`src/rtl/instruction_pkg.sv`:
```
// Shared instruction types, opcode constants and field-packing helpers
// used by the encoder datapath and its testbench.
package instruction_pkg;

    typedef logic [31:0] instruction_t;
    typedef logic [6:0]  opcode_t;

    localparam opcode_t    UlaIType  = 7'b0010011;
    localparam opcode_t    UlaIWType = 7'b0011011;
    localparam opcode_t    Lui       = 7'b0110111;
    localparam logic [2:0] Funct3Add = 3'b000;
    localparam logic [4:0] RegZero   = 5'd0;

    typedef enum logic [2:0] {
        FmtI  = 3'd0,
        FmtS  = 3'd1,
        FmtB  = 3'd2,
        FmtU  = 3'd3,
        FmtJ  = 3'd4,
        FmtLI = 3'd5
    } format_t;

    function automatic instruction_t encodeI(input logic [11:0] imm, input logic [4:0] rs1,
                                             input logic [2:0] f3, input logic [4:0] rd,
                                             input opcode_t op);
        return {imm, rs1, f3, rd, op};
    endfunction

    function automatic instruction_t encodeS(input logic [11:0] imm, input logic [4:0] rs2,
                                             input logic [4:0] rs1, input logic [2:0] f3,
                                             input opcode_t op);
        return {imm[11:5], rs2, rs1, f3, imm[4:0], op};
    endfunction

    // Branch and jump offsets are always even, so bit 0 is never passed in.
    function automatic instruction_t encodeB(input logic [12:1] imm, input logic [4:0] rs2,
                                             input logic [4:0] rs1, input logic [2:0] f3,
                                             input opcode_t op);
        return {imm[12], imm[10:5], rs2, rs1, f3, imm[4:1], imm[11], op};
    endfunction

    function automatic instruction_t encodeU(input logic [19:0] imm, input logic [4:0] rd,
                                             input opcode_t op);
        return {imm, rd, op};
    endfunction

    function automatic instruction_t encodeJ(input logic [20:1] imm, input logic [4:0] rd,
                                             input opcode_t op);
        return {imm[20], imm[10:1], imm[11], imm[19:12], rd, op};
    endfunction

endpackage

```
`src/rtl/li_splitter.sv`:
```
// Splits a load-immediate value into a LUI upper part and a 12-bit signed
// low part, and reports whether the value is reachable with LUI+ADDI(W).
module li_splitter
    import instruction_pkg::*;
#(
    parameter int N = 32
) (
    input  logic [N-1:0] imm_i,
    output logic         fits12_o,
    output logic         range_ok_o,
    output logic         lo_zero_o,
    output logic [19:0]  hi_o,
    output logic [11:0]  lo_o
);

    // Adding 0x800 before taking [31:12] only ever carries in imm[11], so the
    // rounding is done as a 20-bit increment instead of a full 32-bit add.
    always_comb begin
        fits12_o   = (&imm_i[N-1:11]) | ~(|imm_i[N-1:11]);
        range_ok_o = (&imm_i[N-1:31]) | ~(|imm_i[N-1:31]);
        hi_o       = imm_i[31:12] + {19'd0, imm_i[11]};
        lo_o       = imm_i[11:0];
        lo_zero_o  = (imm_i[11:0] == 12'd0);
    end

endmodule

```
`src/rtl/instruction_encoder.sv`:
```
// Packs instruction fields and immediates into 32-bit words and streams them
// out with valid/ready handshakes; LI may expand into a LUI + ADDI(W) pair.
module instruction_encoder
    import instruction_pkg::*;
#(
    parameter int N = 32
) (
    input  logic         clock,
    input  logic         reset_n,
    input  logic         req_valid,
    output logic         req_ready,
    input  format_t      req_format,
    input  logic [6:0]   req_opcode,
    input  logic [2:0]   req_funct3,
    input  logic [4:0]   req_rd,
    input  logic [4:0]   req_rs1,
    input  logic [4:0]   req_rs2,
    input  logic [N-1:0] req_imm,
    output logic         out_valid,
    input  logic         out_ready,
    output instruction_t out_instruction,
    output logic         out_last,
    output logic         out_error
);

    localparam opcode_t AddiOp = (N == 64) ? UlaIWType : UlaIType;

    typedef enum logic [1:0] {
        StIdle  = 2'd0,
        StLast  = 2'd1,
        StFirst = 2'd2
    } state_t;

    state_t       state_q, state_d;
    instruction_t instr_q, instr_d;
    instruction_t staged_q, staged_d;
    logic         error_q, error_d;

    logic         fitsI, fitsB, fitsJ, fitsU;
    logic         liFits12, liRangeOk, liLoZero;
    logic [19:0]  liHi;
    logic [11:0]  liLo;
    instruction_t encWord, encStaged;
    logic         encError, encTwoBeat;
    logic         accept;

    li_splitter #(.N(N)) u_li_splitter (
        .imm_i      (req_imm),
        .fits12_o   (liFits12),
        .range_ok_o (liRangeOk),
        .lo_zero_o  (liLoZero),
        .hi_o       (liHi),
        .lo_o       (liLo)
    );

    always_comb begin
        fitsI = (&req_imm[N-1:11]) | ~(|req_imm[N-1:11]);
        fitsB = ((&req_imm[N-1:12]) | ~(|req_imm[N-1:12])) & ~req_imm[0];
        fitsJ = ((&req_imm[N-1:20]) | ~(|req_imm[N-1:20])) & ~req_imm[0];
        fitsU = ((&req_imm[N-1:31]) | ~(|req_imm[N-1:31])) & (req_imm[11:0] == 12'd0);
    end

    // Any illegal request collapses to a single zero word flagged as an error.
    always_comb begin
        encWord    = '0;
        encStaged  = '0;
        encError   = 1'b0;
        encTwoBeat = 1'b0;
        case (req_format)
            FmtI: begin
                if (fitsI) encWord = encodeI(req_imm[11:0], req_rs1, req_funct3, req_rd, req_opcode);
                else       encError = 1'b1;
            end
            FmtS: begin
                if (fitsI) encWord = encodeS(req_imm[11:0], req_rs2, req_rs1, req_funct3, req_opcode);
                else       encError = 1'b1;
            end
            FmtB: begin
                if (fitsB) encWord = encodeB(req_imm[12:1], req_rs2, req_rs1, req_funct3, req_opcode);
                else       encError = 1'b1;
            end
            FmtU: begin
                if (fitsU) encWord = encodeU(req_imm[31:12], req_rd, req_opcode);
                else       encError = 1'b1;
            end
            FmtJ: begin
                if (fitsJ) encWord = encodeJ(req_imm[20:1], req_rd, req_opcode);
                else       encError = 1'b1;
            end
            FmtLI: begin
                if (!liRangeOk) begin
                    encError = 1'b1;
                end else if (liFits12) begin
                    encWord = encodeI(liLo, RegZero, Funct3Add, req_rd, UlaIType);
                end else begin
                    encWord = encodeU(liHi, req_rd, Lui);
                    if (!liLoZero) begin
                        encTwoBeat = 1'b1;
                        encStaged  = encodeI(liLo, req_rd, Funct3Add, req_rd, AddiOp);
                    end
                end
            end
            default: encError = 1'b1;
        endcase
    end

    assign req_ready = reset_n & ((state_q == StIdle) | ((state_q == StLast) & out_ready));
    assign accept    = req_valid & req_ready;

    // A held beat only changes when it transfers; new requests load on accept.
    always_comb begin
        state_d  = state_q;
        instr_d  = instr_q;
        staged_d = staged_q;
        error_d  = error_q;
        case (state_q)
            StIdle, StLast: begin
                if (accept) begin
                    instr_d  = encWord;
                    staged_d = encStaged;
                    error_d  = encError;
                    state_d  = encTwoBeat ? StFirst : StLast;
                end else if ((state_q == StLast) && out_ready) begin
                    state_d = StIdle;
                end
            end
            StFirst: begin
                if (out_ready) begin
                    instr_d = staged_q;
                    error_d = 1'b0;
                    state_d = StLast;
                end
            end
            default: state_d = StIdle;
        endcase
    end

    always_ff @(posedge clock or negedge reset_n) begin
        if (!reset_n) begin
            state_q  <= StIdle;
            instr_q  <= '0;
            staged_q <= '0;
            error_q  <= 1'b0;
        end else begin
            state_q  <= state_d;
            instr_q  <= instr_d;
            staged_q <= staged_d;
            error_q  <= error_d;
        end
    end

    assign out_valid       = (state_q != StIdle);
    assign out_last        = (state_q == StLast);
    assign out_error       = error_q;
    assign out_instruction = instr_q;

endmodule

```
`config.mk`:
```
export PLATFORM = sky130hd
export DESIGN_NAME = instruction_encoder
export DESIGN_NICKNAME = d
export VERILOG_FILES = /design/src/rtl/instruction_pkg.sv /design/src/rtl/li_splitter.sv /design/src/rtl/instruction_encoder.sv
export SDC_FILE = /design/constraint.sdc
export NUM_CORES = 1
export LEC_CHECK = 0
export ABC_AREA = 1
export CORE_AREA = 8 8 128 130
export CTS_BUF_LIST = sky130_fd_sc_hd__clkbuf_8
export CTS_CLUSTER_DIAMETER = 40
export CTS_CLUSTER_SIZE = 16
export DETAILED_ROUTE_END_ITERATION = 12
export DIE_AREA = 0 0 136 138
export PLACE_DENSITY_LB_ADDON = 0.25
export RECOVER_POWER = 50
export SKIP_LAST_GASP = 1
export SYNTH_ARGS = -nofsm -noshare
export SYNTH_HDL_FRONTEND = slang
export SYNTH_SLANG_ARGS = --single-unit
```
`constraint.sdc`:
```
create_clock -name clock -period 1.9 [get_ports clock]
set_clock_uncertainty 0.2 [all_clocks]
set_input_delay 0.475 -clock clock [delete_from_list [all_inputs] [get_ports clock]]
set_output_delay 0.475 -clock clock [all_outputs]
set_load 0.05 [all_outputs]
```
* Word-level counts from Yosys, hierarchy flattened
Index checks and enable logic that the tools add are counted.
W data, S select, Z words.
** Cells by class
- Add/subtract/negate cells :: 1
- Eq/ne operators :: 10
- Mux-type cells :: 28
- Bitwise gates (word level) :: 13
- Reduce and logical (&&, ||, !) cells :: 17
** Operators by type and width (count)
- $mux W32 :: 11
- $pmux W32 S6 :: 1
- $pmux W32 S2 :: 1
- $reduce_and A21 Y1 :: 1
- $reduce_or A21 Y1 :: 1
- $add A20 B1 Y20 :: 1
- $reduce_and A20 Y1 :: 1
- $reduce_or A20 Y1 :: 1
- $logic_not A12 Y1 :: 1
- $reduce_and A12 Y1 :: 1
- $reduce_or A12 Y1 :: 1
- $mux W1 :: 8
- $mux W2 :: 4
- $eq A3 B2 Y1 const B :: 2
- $eq A3 B3 Y1 const B :: 2
- $and A1 B1 Y1 :: 5
- $pmux W1 S5 :: 1
- $ne A2 B2 Y1 const B :: 2
- $not A1 Y1 :: 4
- $or A1 B1 Y1 :: 4
- $pmux W2 S2 :: 1
- $reduce_and A2 Y1 :: 2
- $reduce_bool A2 Y1 :: 2
- $reduce_or A2 Y1 :: 2
- other kinds (9) :: 9
** Word-level totals
- Register bits :: 67
- Output and inout port bits :: 36
- Word-level logic and storage cells :: 73

* Depth between registers and ports, before layout
- Depth in word-level cells :: 8
- Mapped depth :: 15

* Cells and area by module
A second synthesis with hierarchy kept.
** Unflattened totals
- Cells, all modules :: 697
- Area, all modules :: 4528.1 um^2
** Modules (own cells, without submodules)
- instruction_encoder :: instances 1, cells an instance 543, area each 3754.9 um^2
- li_splitter :: instances 1, cells an instance 154, area each 773.2 um^2

* Worst setup path after synthesis
No wires, ideal clock.
- Path kind :: reg-to-reg
- Start point :: register state_q[0]
- End point :: register instr_q[15] (netlist: out_instruction[15])
- Arrival time :: 2327 ps
- Data required time :: 1572 ps
- Slack :: -756 ps
- Stages on the path, launching flop included :: 11
- Period minus slack after synthesis :: 2656 ps
- Cells stage by stage :: dfrtp_1 inv_2 nor2_2 nand2_1 a21boi_2 nand2_1 nand2_1 inv_1 clkbuf_1 a21oi_1 o21ai_0
** Between the ends
- Word-level cells in the longest chain between the ends :: 7
- Elaborated cells between the ends (all ways) :: 13
- Those cells by class :: eq/ne (4); mux (1); bitwise (4); reduce/logical (4)
** Ends and longest elaborated chain
- start, declared :: RTL line instruction_encoder.sv:34 : state_t state_q, state_d;
- start signal, assigned :: RTL line instruction_encoder.sv:140 : state_q <= StIdle;
- start signal, assigned :: RTL line instruction_encoder.sv:145 : state_q <= state_d;
- $eq A2 B1 Y1
- via out_last :: RTL line instruction_encoder.sv:22 : output logic out_last,
- $and A1 B1 Y1 :: RTL line instruction_encoder.sv:107 : assign req_ready = reset_n & ((state_q == StIdle) | ((state_q == StLast) & out_ready));
- $or A1 B1 Y1 :: RTL line instruction_encoder.sv:107
- $and A1 B1 Y1 :: RTL line instruction_encoder.sv:107
- via req_ready :: RTL line instruction_encoder.sv:11 : output logic req_ready,
- $and A1 B1 Y1 :: RTL line instruction_encoder.sv:108 : assign accept = req_valid & req_ready;
- $ne A2 B2 Y1 (no line)
- $reduce_and A3 Y1 (no line)
- end signal, assigned :: RTL line instruction_encoder.sv:146 : instr_q <= instr_d;
- end, declared :: RTL line instruction_encoder.sv:35 : instruction_t instr_q, instr_d;
The timed path passes the listed nets, and every way through them passes these cells.
A chain may end at the register's enable or synchronous reset.

* Final worst setup path
- Start point :: register state_q[1]
- End point :: output port req_ready
** Between the ends
- Word-level cells in the longest chain between the ends :: 4
- Elaborated cells between the ends (all ways) :: 5
- Those cells by class :: eq/ne (1); bitwise (3); reduce/logical (1)
** Ends and longest elaborated chain (RTL line)
- $eq A2 B1 Y1 :: instruction_encoder.sv:107
- $and A1 B1 Y1 :: instruction_encoder.sv:107
- $or A1 B1 Y1 * :: instruction_encoder.sv:107
- $and A1 B1 Y1 * :: instruction_encoder.sv:107
- end, declared :: instruction_encoder.sv:11
Every way passes the cells marked *; elsewhere a longest branch is shown, timed or not.

==> impl_metrics.prom <==
# TYPE chip_impl_metric gauge
chip_impl_metric{name="finalNonFillerCells",unit=""} 1011
chip_impl_metric{name="power_per_unit_of_standard_cell_area",unit="nW/µm²"} 807
chip_impl_metric{name="postRouteAntennaNets",unit=""} 0
chip_impl_info{name="buffer_type_at_the_clock_tree_root",value="sky130_fd_sc_hd__clkbuf_8"} 1
chip_impl_info{name="crit_end_element",value="output port"} 1
chip_impl_info{name="run_status",value="complete, but fails checks"} 1
chip_impl_metric{name="number_of_hold_slack_violations_in_the_final_timing_report",unit=""} 0
chip_impl_metric{name="place.gp.congestion",unit=""} 0.966
chip_impl_metric{name="wire_length_reported_by_the_detailed_router",unit="µm"} 16600
chip_impl_metric{name="cts-htree-levels",unit=""} 2
chip_impl_info{name="rsz_0062_raised_after_global_routing",value="yes"} 1
chip_impl_info{name="cts_tree",value="built"} 1
chip_impl_metric{name="synth.yosys.seq_area_share",unit=""} 0.337
chip_impl_metric{name="timing.slew.headroom",unit=""} 0.515
chip_impl_metric{name="detailedPlace.worstSlack",unit="ps"} -977
chip_impl_metric{name="initial_utilization",unit=""} 0.275
chip_impl_metric{name="yosysWarningCount",unit=""} 0
chip_impl_metric{name="fin_util",unit=""} 0.505
chip_impl_metric{name="synthArstFlopShare",unit=""} 1.00
chip_impl_metric{name="route.vias.total",unit=""} 4784
chip_impl_metric{name="timing_worst_slew_pin_value",unit="ps"} 728
chip_impl_metric{name="power.total",unit="mW"} 5.83
chip_impl_metric{name="area_growth_syn_to_layout",unit="%"} 83.7
chip_impl_metric{name="clock_transition_at_the_register_clock_pins_on_the_worst_setup_and_hold_paths_after_cts",unit="ps"} 90
chip_impl_metric{name="grt_pass1_vias",unit=""} 5014
chip_impl_metric{name="hpwlAfterDp",unit="µm"} 12900
chip_impl_metric{name="met2_length",unit="µm"} 8390
chip_impl_metric{name="drc",unit=""} 0
chip_impl_metric{name="cap_viol_max_count",unit=""} 0
chip_impl_metric{name="number_of_fillers_in_the_final_layout",unit=""} 1404
chip_impl_metric{name="period_share",unit=""} 1.06
chip_impl_info{name="hold_path_class",value="in -> async"} 1
chip_impl_metric{name="clock_sinks",unit=""} 53
chip_impl_info{name="mostFrequentLayoutCell",value="sky130_fd_sc_hd__nand2_1"} 1
chip_impl_metric{name="initial_antenna_violation_count",unit=""} 0
chip_impl_metric{name="ys_seq_elements",unit=""} 53
chip_impl_metric{name="finalSetupTns",unit="ps"} -161
chip_impl_info{name="violations",value="negative setup slack"} 1
chip_impl_metric{name="floorplan.rows",unit=""} 44
chip_impl_metric{name="drt_first_pass_iters",unit=""} 4
chip_impl_metric{name="layout_min_cycle_time",unit="ps"} 2020
chip_impl_metric{name="routed_wire_length_per_instance",unit="µm"} 16.4
chip_impl_metric{name="cp.required",unit="ps"} 1220
chip_impl_metric{name="design.die.area",unit="µm²"} 18800
chip_impl_metric{name="critPathMaxFanout",unit=""} 2
chip_impl_metric{name="drt_iter0_markers",unit=""} 222
chip_impl_metric{name="diodes",unit=""} 0
chip_impl_metric{name="pin_count_of_the_biggest_net_entering_global_routing",unit=""} 54
chip_impl_metric{name="final_layout_size_suffix_gt1_frac",unit=""} 0.432
chip_impl_info{name="r2r-start",value="state_q[1]"} 1
chip_impl_metric{name="fmax",unit="MHz"} 496
chip_impl_metric{name="cts_hold_repair.buffers",unit=""} 0
chip_impl_metric{name="numCtsBuffers",unit=""} 5
chip_impl_metric{name="synth.net_count",unit=""} 662
chip_impl_metric{name="first_pass_grt_wire_length",unit="µm"} 26200
chip_impl_metric{name="finalNetCount",unit=""} 893
chip_impl_metric{name="boundaryPins",unit=""} 100
chip_impl_metric{name="whs",unit="ps"} 222
chip_impl_metric{name="timing.final.ws_setup",unit="ps"} -117
chip_impl_metric{name="synthCells",unit=""} 595
chip_impl_metric{name="wirelength_met1",unit="µm"} 7280
chip_impl_metric{name="synth_enable_flop_cells",unit=""} 0
chip_impl_metric{name="dpl-instance-area",unit="µm²"} 6410
chip_impl_metric{name="core-area",unit="µm²"} 14300
chip_impl_metric{name="syn-mean-instance-area",unit="µm²"} 6.62
chip_impl_metric{name="met3_length",unit="µm"} 720
chip_impl_metric{name="setup_viol",unit=""} 3
chip_impl_info{name="maxUsedRoutingLayer",value="met4"} 1
chip_impl_metric{name="drt-vias-per-instance",unit=""} 4.73
chip_impl_metric{name="clock_path_buffers",unit=""} 2
chip_impl_info{name="worstSetupPathType",value="reg -> out"} 1
chip_impl_metric{name="arrival",unit="ps"} 1340
chip_impl_metric{name="port_buffers",unit=""} 99
chip_impl_info{name="leading_cell_types_in_the_layout_fill_and_taps_excluded",value="164 x sky130_fd_sc_hd__nand2_1, 116 x sky130_fd_sc_hd__buf_4, 53 x sky130_fd_sc_hd__dfrtp_1"} 1
chip_impl_metric{name="leakage",unit="nW"} 3.47
chip_impl_info{name="worstSetupStartpointType",value="flop"} 1
chip_impl_info{name="yosys_most_used_dff",value="sky130_fd_sc_hd__dfrtp_1"} 1
chip_impl_metric{name="synth.lib_cells_used.distinct",unit=""} 43
chip_impl_metric{name="slew_viol_final",unit=""} 0
chip_impl_metric{name="die-width",unit="µm"} 136
chip_impl_metric{name="vdd_ir_drop_max",unit="µV"} 780
chip_impl_metric{name="place.detailed.instances",unit=""} 975
chip_impl_info{name="worst_setup_path_startpoint",value="state_q[1]"} 1
chip_impl_metric{name="mappedNetlistArea",unit="µm²"} 3940
chip_impl_metric{name="clock_latency_on_the_worst_skew_pair",unit="ps"} 310
chip_impl_metric{name="all_layer_global_routing_usage",unit=""} 0.172
chip_impl_metric{name="globalRoute.totalOverflow",unit=""} 0
chip_impl_metric{name="post-route-cell-area",unit="µm²"} 7230
chip_impl_metric{name="die_h",unit="µm"} 138
## flip-flops by register name, indices dropped and copies added, names as in the netlist
name,flops
out_instruction,32
state_q,2
staged_q,18
out_error,1
## worst paths after layout
path,endpoint,slack [ps],depth (start not counted)
worst max-delay path,req_ready,-120,5
worst min-delay path,out_instruction[14],220,2
worst max register to register,out_instruction[31],10,11
worst min register to register,out_instruction[13],290,2
max in group asynchronous,staged_q[26],780,2
min in group clock,out_instruction[13],290,2
## cell families (layout without fill, tap and decap cells)
group	after synthesis	count (layout)	synth area share
and+or+nand+nor	341	344	0.390
adders and majority gates	3	3	0.00953
DFF	53	53	0.337
xor gates and xnor gates	8	8	0.0178
buffers and inverters	90	319	0.0982
AOI/OAI and AO/OA	100	100	0.148
## what timing repair did
| item | 4_1_cts | 5_1_grt |
|---|---|---|
| setup buffers | 12 | 13 |
| gates cloned | 2 | 1 |
| pin swaps | 42 | 49 |
| gates resized for setup | 161 | 135 |
| setup endpoints to repair | 54 | 46 |
## synthesized netlist by cell type (8+ instances only)
library cell / instances / share of area
sky130_fd_sc_hd__nand2_1: 191 / 0.18
sky130_fd_sc_hd__inv_1: 61 / 0.058
sky130_fd_sc_hd__nor2_1: 60 / 0.057
sky130_fd_sc_hd__dfrtp_1: 53 / 0.34
sky130_fd_sc_hd__nand3_1: 43 / 0.055
sky130_fd_sc_hd__o21ai_0: 42 / 0.053
sky130_fd_sc_hd__o21ai_1: 15 / 0.019
sky130_fd_sc_hd__a21oi_1: 13 / 0.017
sky130_fd_sc_hd__nand2_2: 9 / 0.014
sky130_fd_sc_hd__buf_2: 8 / 0.010
sky130_fd_sc_hd__nand4_1: 8 / 0.013
## metal layers
metal / GRT usage / up-vias
met5: 0 / -
met4: 0.0405 / 0
met3: 0.0293 / 14
met2: 0.296 / 91
met1: 0.218 / 2293
li1: - / 2386
## where the power goes
part | switching, mW | internal, mW
clock network | 0.385 | 0.251
registers | 0.305 | 1.43
logic | 1.81 | 1.65
## cell type report
cell class              count  area [µm²]  area share
well taps                 184         230      0.0318
clock buffers               5        68.8     0.00952
inverters                  70         283      0.0391
clock inverters             3        15.0     0.00208
flip-flops and latches     53        1330       0.183
repair buffers            241        2490       0.344
multi-input cells         455        2820       0.390
## critical path, cell delays in order (launching register included)
cell and delay, ps:
sky130_fd_sc_hd__dfrtp_1 430, sky130_fd_sc_hd__nor2_4 130, sky130_fd_sc_hd__nand2_2 80, sky130_fd_sc_hd__a21boi_4 150, sky130_fd_sc_hd__buf_6 120, sky130_fd_sc_hd__buf_12 120
No activity file was read; power rests on OpenSTA's default activity.
